==> config.mk <==
export PLATFORM = sky130hd
export DESIGN_NAME = sd_cmd_ctrl
export DESIGN_NICKNAME = d
export VERILOG_FILES = /design/src/rtl/sd_cmd_ctrl.sv
export SDC_FILE = /design/constraint.sdc
export NUM_CORES = 1
export LEC_CHECK = 0
export BUFFER_PORTS_ARGS = -buffer_cell sky130_fd_sc_hd__buf_4
export CAP_MARGIN = 20
export CORE_MARGIN = 3
export CORE_UTILIZATION = 46
export CTS_CLUSTER_SIZE = 12
export DETAILED_ROUTE_END_ITERATION = 10
export HOLD_SLACK_MARGIN = 0.12
export PLACE_DENSITY = 0.83
export SETUP_SLACK_MARGIN = 0.5
export SLEW_MARGIN = 10
export SYNTH_ARGS = -nofsm -noshare
export SYNTH_HDL_FRONTEND = slang
export SYNTH_SLANG_ARGS = --single-unit
==> constraint.sdc <==
create_clock -name clk -period 2.5 [get_ports clk]
set_input_delay 0.25 -clock clk [delete_from_list [all_inputs] [get_ports clk]]
set_output_delay 0.25 -clock clk [all_outputs]
set_load 0.005 [all_outputs]
==> src/rtl/sd_cmd_ctrl.sv <==
// SD CMD-line sequencer: feeds one 40-bit command frame to the sd_cmd_if serializer,
// waits for the response or NCR timeout, checks it and retries transient errors.
module sd_cmd_ctrl #(
  parameter int DELAY_W   = 6,
  parameter int NCC_DELAY = 8,
  parameter int MAX_RETRY = 2
) (
  input  logic               clk,
  input  logic               resetn,
  input  logic               cmd_valid,
  output logic               cmd_ready,
  input  logic [5:0]         cmd_index,
  input  logic [31:0]        cmd_arg,
  input  logic [1:0]         cmd_resp_type,
  output logic               resp_valid,
  input  logic               resp_ready,
  output logic [47:0]        resp_data,
  output logic [3:0]         resp_status,
  output logic [1:0]         resp_retries,
  output logic               write_strb,
  output logic               write_no_crc_sig,
  output logic [7:0]         write_bits,
  output logic [DELAY_W-1:0] write_delay,
  output logic [31:0]        data_towrite,
  input  logic               write_data_ack,
  input  logic               more_data_towrite,
  input  logic               read_ready,
  input  logic               read_crc_err,
  input  logic [47:0]        data_read,
  input  logic               ncr_timeout
);

  localparam int RC_W = (MAX_RETRY > 1) ? $clog2(MAX_RETRY + 1) : 1;

  localparam logic [1:0] RT_NONE = 2'b00;
  localparam logic [1:0] RT_R3   = 2'b10;
  localparam logic [1:0] RT_R2   = 2'b11;

  typedef enum logic [2:0] {
    S_IDLE, S_ISSUE, S_SEND0, S_SEND1, S_WAIT, S_DONE
  } state_t;

  state_t            r_state, w_state_nxt;
  logic [5:0]        r_index;
  logic [31:0]       r_arg;
  logic [1:0]        r_type;
  logic [RC_W-1:0]   r_retry_left;
  logic [1:0]        r_attempts;
  logic [31:0]       r_data_towrite;
  logic [47:0]       r_resp_data;
  logic [3:0]        r_resp_status;

  logic              w_accept, w_retry, w_finish, w_load_word1;
  logic              w_idx_err, w_crc_err, w_timeout;
  logic [47:0]       w_fin_data;
  logic [5:0]        w_exp_index;
  logic [31:0]       w_word0;

  assign w_exp_index = (r_type == RT_R3) ? 6'h3F : r_index;
  assign w_word0     = {2'b01, r_index, r_arg[31:8]};

  // NOTE: synchronous active-low reset; all sequential state uses non-blocking assignments.
  always_ff @(posedge clk) begin
    if (!resetn) r_state <= S_IDLE;
    else         r_state <= w_state_nxt;
  end

  // NOTE: every signal gets a default before the case so no latch is inferred.
  always_comb begin
    w_state_nxt  = r_state;
    w_accept     = 1'b0;
    w_retry      = 1'b0;
    w_finish     = 1'b0;
    w_load_word1 = 1'b0;
    w_idx_err    = 1'b0;
    w_crc_err    = 1'b0;
    w_timeout    = 1'b0;
    w_fin_data   = '0;
    case (r_state)
      S_IDLE: if (cmd_valid) begin
        w_accept    = 1'b1;
        w_state_nxt = (cmd_resp_type == RT_R2) ? S_DONE : S_ISSUE;
      end
      S_ISSUE: w_state_nxt = S_SEND0;
      S_SEND0: if (write_data_ack) begin
        w_load_word1 = 1'b1;
        w_state_nxt  = S_SEND1;
      end
      S_SEND1: if (write_data_ack && !more_data_towrite) w_state_nxt = S_WAIT;
      S_WAIT: begin
        if (r_type == RT_NONE) begin
          // Only the timeout ends a no-response command: it proves NCC idle on the line.
          if (ncr_timeout) begin
            w_finish    = 1'b1;
            w_state_nxt = S_DONE;
          end
        end else if (read_ready || ncr_timeout) begin
          if (read_ready) begin
            w_fin_data = data_read;
            w_crc_err  = (r_type != RT_R3) && read_crc_err;
            w_idx_err  = (data_read[47:46] != 2'b00) || (data_read[45:40] != w_exp_index) ||
                         ((r_type == RT_R3) && !data_read[0]);
          end else begin
            w_timeout = 1'b1;
          end
          if ((w_crc_err || w_timeout) && !w_idx_err && (r_retry_left != '0)) begin
            w_retry     = 1'b1;
            w_state_nxt = S_ISSUE;
          end else begin
            w_finish    = 1'b1;
            w_state_nxt = S_DONE;
          end
        end
      end
      S_DONE: if (resp_ready) w_state_nxt = S_IDLE;
      default: w_state_nxt = S_IDLE;
    endcase
  end

  always_ff @(posedge clk) begin
    if (!resetn) begin
      r_index        <= '0;
      r_arg          <= '0;
      r_type         <= '0;
      r_retry_left   <= '0;
      r_attempts     <= '0;
      r_data_towrite <= '0;
      r_resp_data    <= '0;
      r_resp_status  <= '0;
    end else begin
      if (w_accept) begin
        r_index       <= cmd_index;
        r_arg         <= cmd_arg;
        r_type        <= cmd_resp_type;
        r_retry_left  <= RC_W'(MAX_RETRY);
        r_attempts    <= '0;
        r_resp_data   <= '0;
        r_resp_status <= (cmd_resp_type == RT_R2) ? 4'b1000 : 4'b0000;
        if (cmd_resp_type != RT_R2) r_data_towrite <= {2'b01, cmd_index, cmd_arg[31:8]};
      end
      if (w_retry) begin
        r_retry_left   <= r_retry_left - 1'b1;
        r_data_towrite <= w_word0;
        if (r_attempts != 2'b11) r_attempts <= r_attempts + 1'b1;
      end
      if (w_load_word1) r_data_towrite <= {r_arg[7:0], 24'h0};
      if (w_finish) begin
        r_resp_data   <= w_fin_data;
        r_resp_status <= {1'b0, w_idx_err, w_crc_err, w_timeout};
      end
    end
  end

  assign cmd_ready        = (r_state == S_IDLE);
  assign resp_valid       = (r_state == S_DONE);
  assign write_strb       = (r_state == S_ISSUE);
  assign write_no_crc_sig = 1'b0;
  assign write_bits       = 8'd40;
  assign write_delay      = DELAY_W'(NCC_DELAY);
  assign data_towrite     = r_data_towrite;
  assign resp_data        = r_resp_data;
  assign resp_status      = r_resp_status;
  assign resp_retries     = r_attempts;

endmodule

==> run metrics <==
fmax 480 MHz; via count 5814; WP data arrival 2.43 ns; Iter 0 DRT Violations 457; Syn Inst Count 571; H-Tree Depth 4; share of cells above drive strength 1 34.0%; required time of the critical path 2.85 ns; CTS tree done; hold slack 0.175 ns; Worst path most repeated cell buf_4; most frequent cells in the layout 208 x buf_4, 127 x dfxtp_1, 92 x nand2_1, 89 x dlygate4sd3_1, 60 x a22o_1; post-route ant nets 0; setup TNS 0 ns; Distinct cells, synth 58; Num Clock Sinks 131; All-Layer GR Usage 27.4%; outcome finished, final reports clean; Pre-antenna DRT Iters 5; mapped cell area 5550 sq um; die height 116 um; Die W 116 um; Yosys top cell by area dfxtp_1; Routed WL per cell 20.6 um; crit-path max cell delay 0.35 ns; FF+latch count, synth 131; Tcrit/Tclk final 83.3%; Final Hold Vio Count 0; # DRC 0; Synthesis Warnings 0; worst-path fanout max 5; Synth Area per Inst 9.72 sq um; area of the multi-input gates 2760 sq um; total of max-cap violations 0; Via density 5.77; Async SR Flop Fraction 0%; clk_lat worst skew 0.42 ns; Post-synth EDFFs 0; endpoints failing setup 0; Clk Tree Root Cell clkbuf_16; Slew Viols, Final 0; Reg area 2630 sq um; commonest non-fill, non-tap cell in the layout buf_4; Critical Path, Cell by Cell buf_4 > nor2b_1 > nor2_1 > o2111ai_4 > nor2_4 > buf_4 > buf_12 > a31oi_4 > a22o_1; share of the yosys chip area belonging to registers 47.2%; # fillers 718; Design Area, Final 8890 sq um; Crit Path Class reg -> reg; I/O Buffers 185; crit path capture type flop; Clock transition at path regs 0.05 ns; Longest Clk Path Bufs 2; # diodes 0; dpl cells 863; CTS buffer count 17; hold crit path type in -> reg; initial core utilization 47.8%; gpl congestion 0.826; largest net degree at the start of global routing 52; Yosys top cell area share 47.2%; P_leak 3.79 nW; CP Launch Type flop; Top Ports 201; overall power 0.00724 W; RSZ-0062 raised after global routing true; DP Wirelength 10700 um; Synth Flop Type dfxtp_1; Final Skew 0.00935 ns; crit path time final 2.08 ns; ranking of synthesized cells by area dfxtp_1 47%, a22o_1 9.5%, nand2_1 6.3%, a21boi_0 5.7%, mux2i_1 4.9%; Rows 39; VDD IR max 0.543 mV; Finished Layout Cells 1008; vias in the first global route 5663; total gr overflow 0; first-pass GRT wire length 29000 um; CP max-delay cell dfxtp_4; Placed Area 6930 sq um; power per cell area 814 nW/um^2; Synth-to-Final Area Change 60.1%; Die ar. 13400 sq um; Routed WL 20800 um; initial antenna violation count 0; nets 952; Core ar. 11600 sq um
[through the flow]
step | util, % | setup WS [ns]
global placement | 59.7 | 0.338
finish | 76.5 | 0.418
CTS | 73.8 | 0.496
detailed placement | 59.7 | 0.175
global route | 76.5 | 0.348
floorplan | - | 0.598
[where the power goes]
part	switching, W	internal [W]	leakage [nW]	total (W)
combinational	0.00116	0.00106	2.44	0.00221
clock	0.000893	0.00154	0.278	0.00243
sequential	0.000217	0.00238	1.07	0.00259
total	0.00227	0.00497	3.79	0.00724
[cell usage after synthesis, drive strengths merged, types with 2 or more instances]
master and count:
dfxtp 131, nand2 94, a22o 60, a21boi 42
buf 39, mux2i 27, nand4 26, o31ai 26
clkbuf 25, nor2 12, nand3 8, a21oi 7
o21ai 7, a31o 6, nand2b 6, and2 5
inv 5, nor3 4, a31oi 3, nor2b 3
o21a 3, a211oi 2, a21o 2, and3 2
conb 2, ha 2, o211ai 2
[cells by family (layout without fill, tap and decap cells)]
| family | Yosys count | count (layout) | share of synthesized area [%] |
|---|---|---|---|
| AO/OA/AOI/OAI | 171 | 173 | 24.9 |
| XOR/XNOR | 1 | 1 | 0.158 |
| adder cells (fa/ha/maj) | 2 | 2 | 0.451 |
| buffers and inverters | 69 | 348 | 7.64 |
| flip-flops | 131 | 131 | 47.2 |
| multiplexers | 27 | 27 | 4.87 |
| other | 2 | 15 | 0.135 |
| AND/OR/NAND/NOR | 168 | 168 | 14.6 |
[layer usage]
layer  share of wire [%]  track usage [%]  wire [um]  vias to the layer above
li1                    -                -          -                     2619
met1                  39             31.7       8040                     2766
met2                  49             48.0      10200                      374
met3                 9.0             7.57       1870                       55
met4                 3.0             10.5        626                        0
met5                   0                0          0                        -
[flip-flops by register name, indices dropped and copies added, names as in the netlist]
signal and flops:
resp_retries 2, data_towrite 32, r_state 3, r_index 6, r_type 2, r_arg 32, resp_status 4, r_retry_left 2
resp_data 48
[cell type report]
class / instances / area share, %
Clock buffer: 26 / 5.51
Clock inverter: 5 / 0.845
Timing Repair Buffer: 312 / 30.7
Inverter: 5 / 0.211
Tap cell: 143 / 2.01
Sequential cell: 131 / 29.6
Multi-Input combinational cell: 386 / 31.1
[critical path: cells and delay by family, from the launching register on]
family,cells,cell delay (ns)
simple gates,3,0.48
flops,1,0.35
buf+inv,3,0.42
compound gates,3,0.77
[final timing paths]
path,cells after the start,end,start,slack [ns]
worst max-delay path,9,resp_data[14],r_type[0],0.42
worst min-delay path,3,resp_status[0],ncr_timeout,0.18
worst max register to register,9,resp_data[14],r_type[0],0.42
worst min register to register,2,data_towrite[31],r_arg[7],0.46
[timing repair]
item	4_1_cts	5_1_grt
resized for setup	14	32
endpoints found under the setup margin	88	87
hold endpoints to repair	89	0
hold buffers	89	0
buffers inserted	8	10
pin swaps	8	32
gates cloned	3	4
No activity file was read; power rests on OpenSTA's default activity.
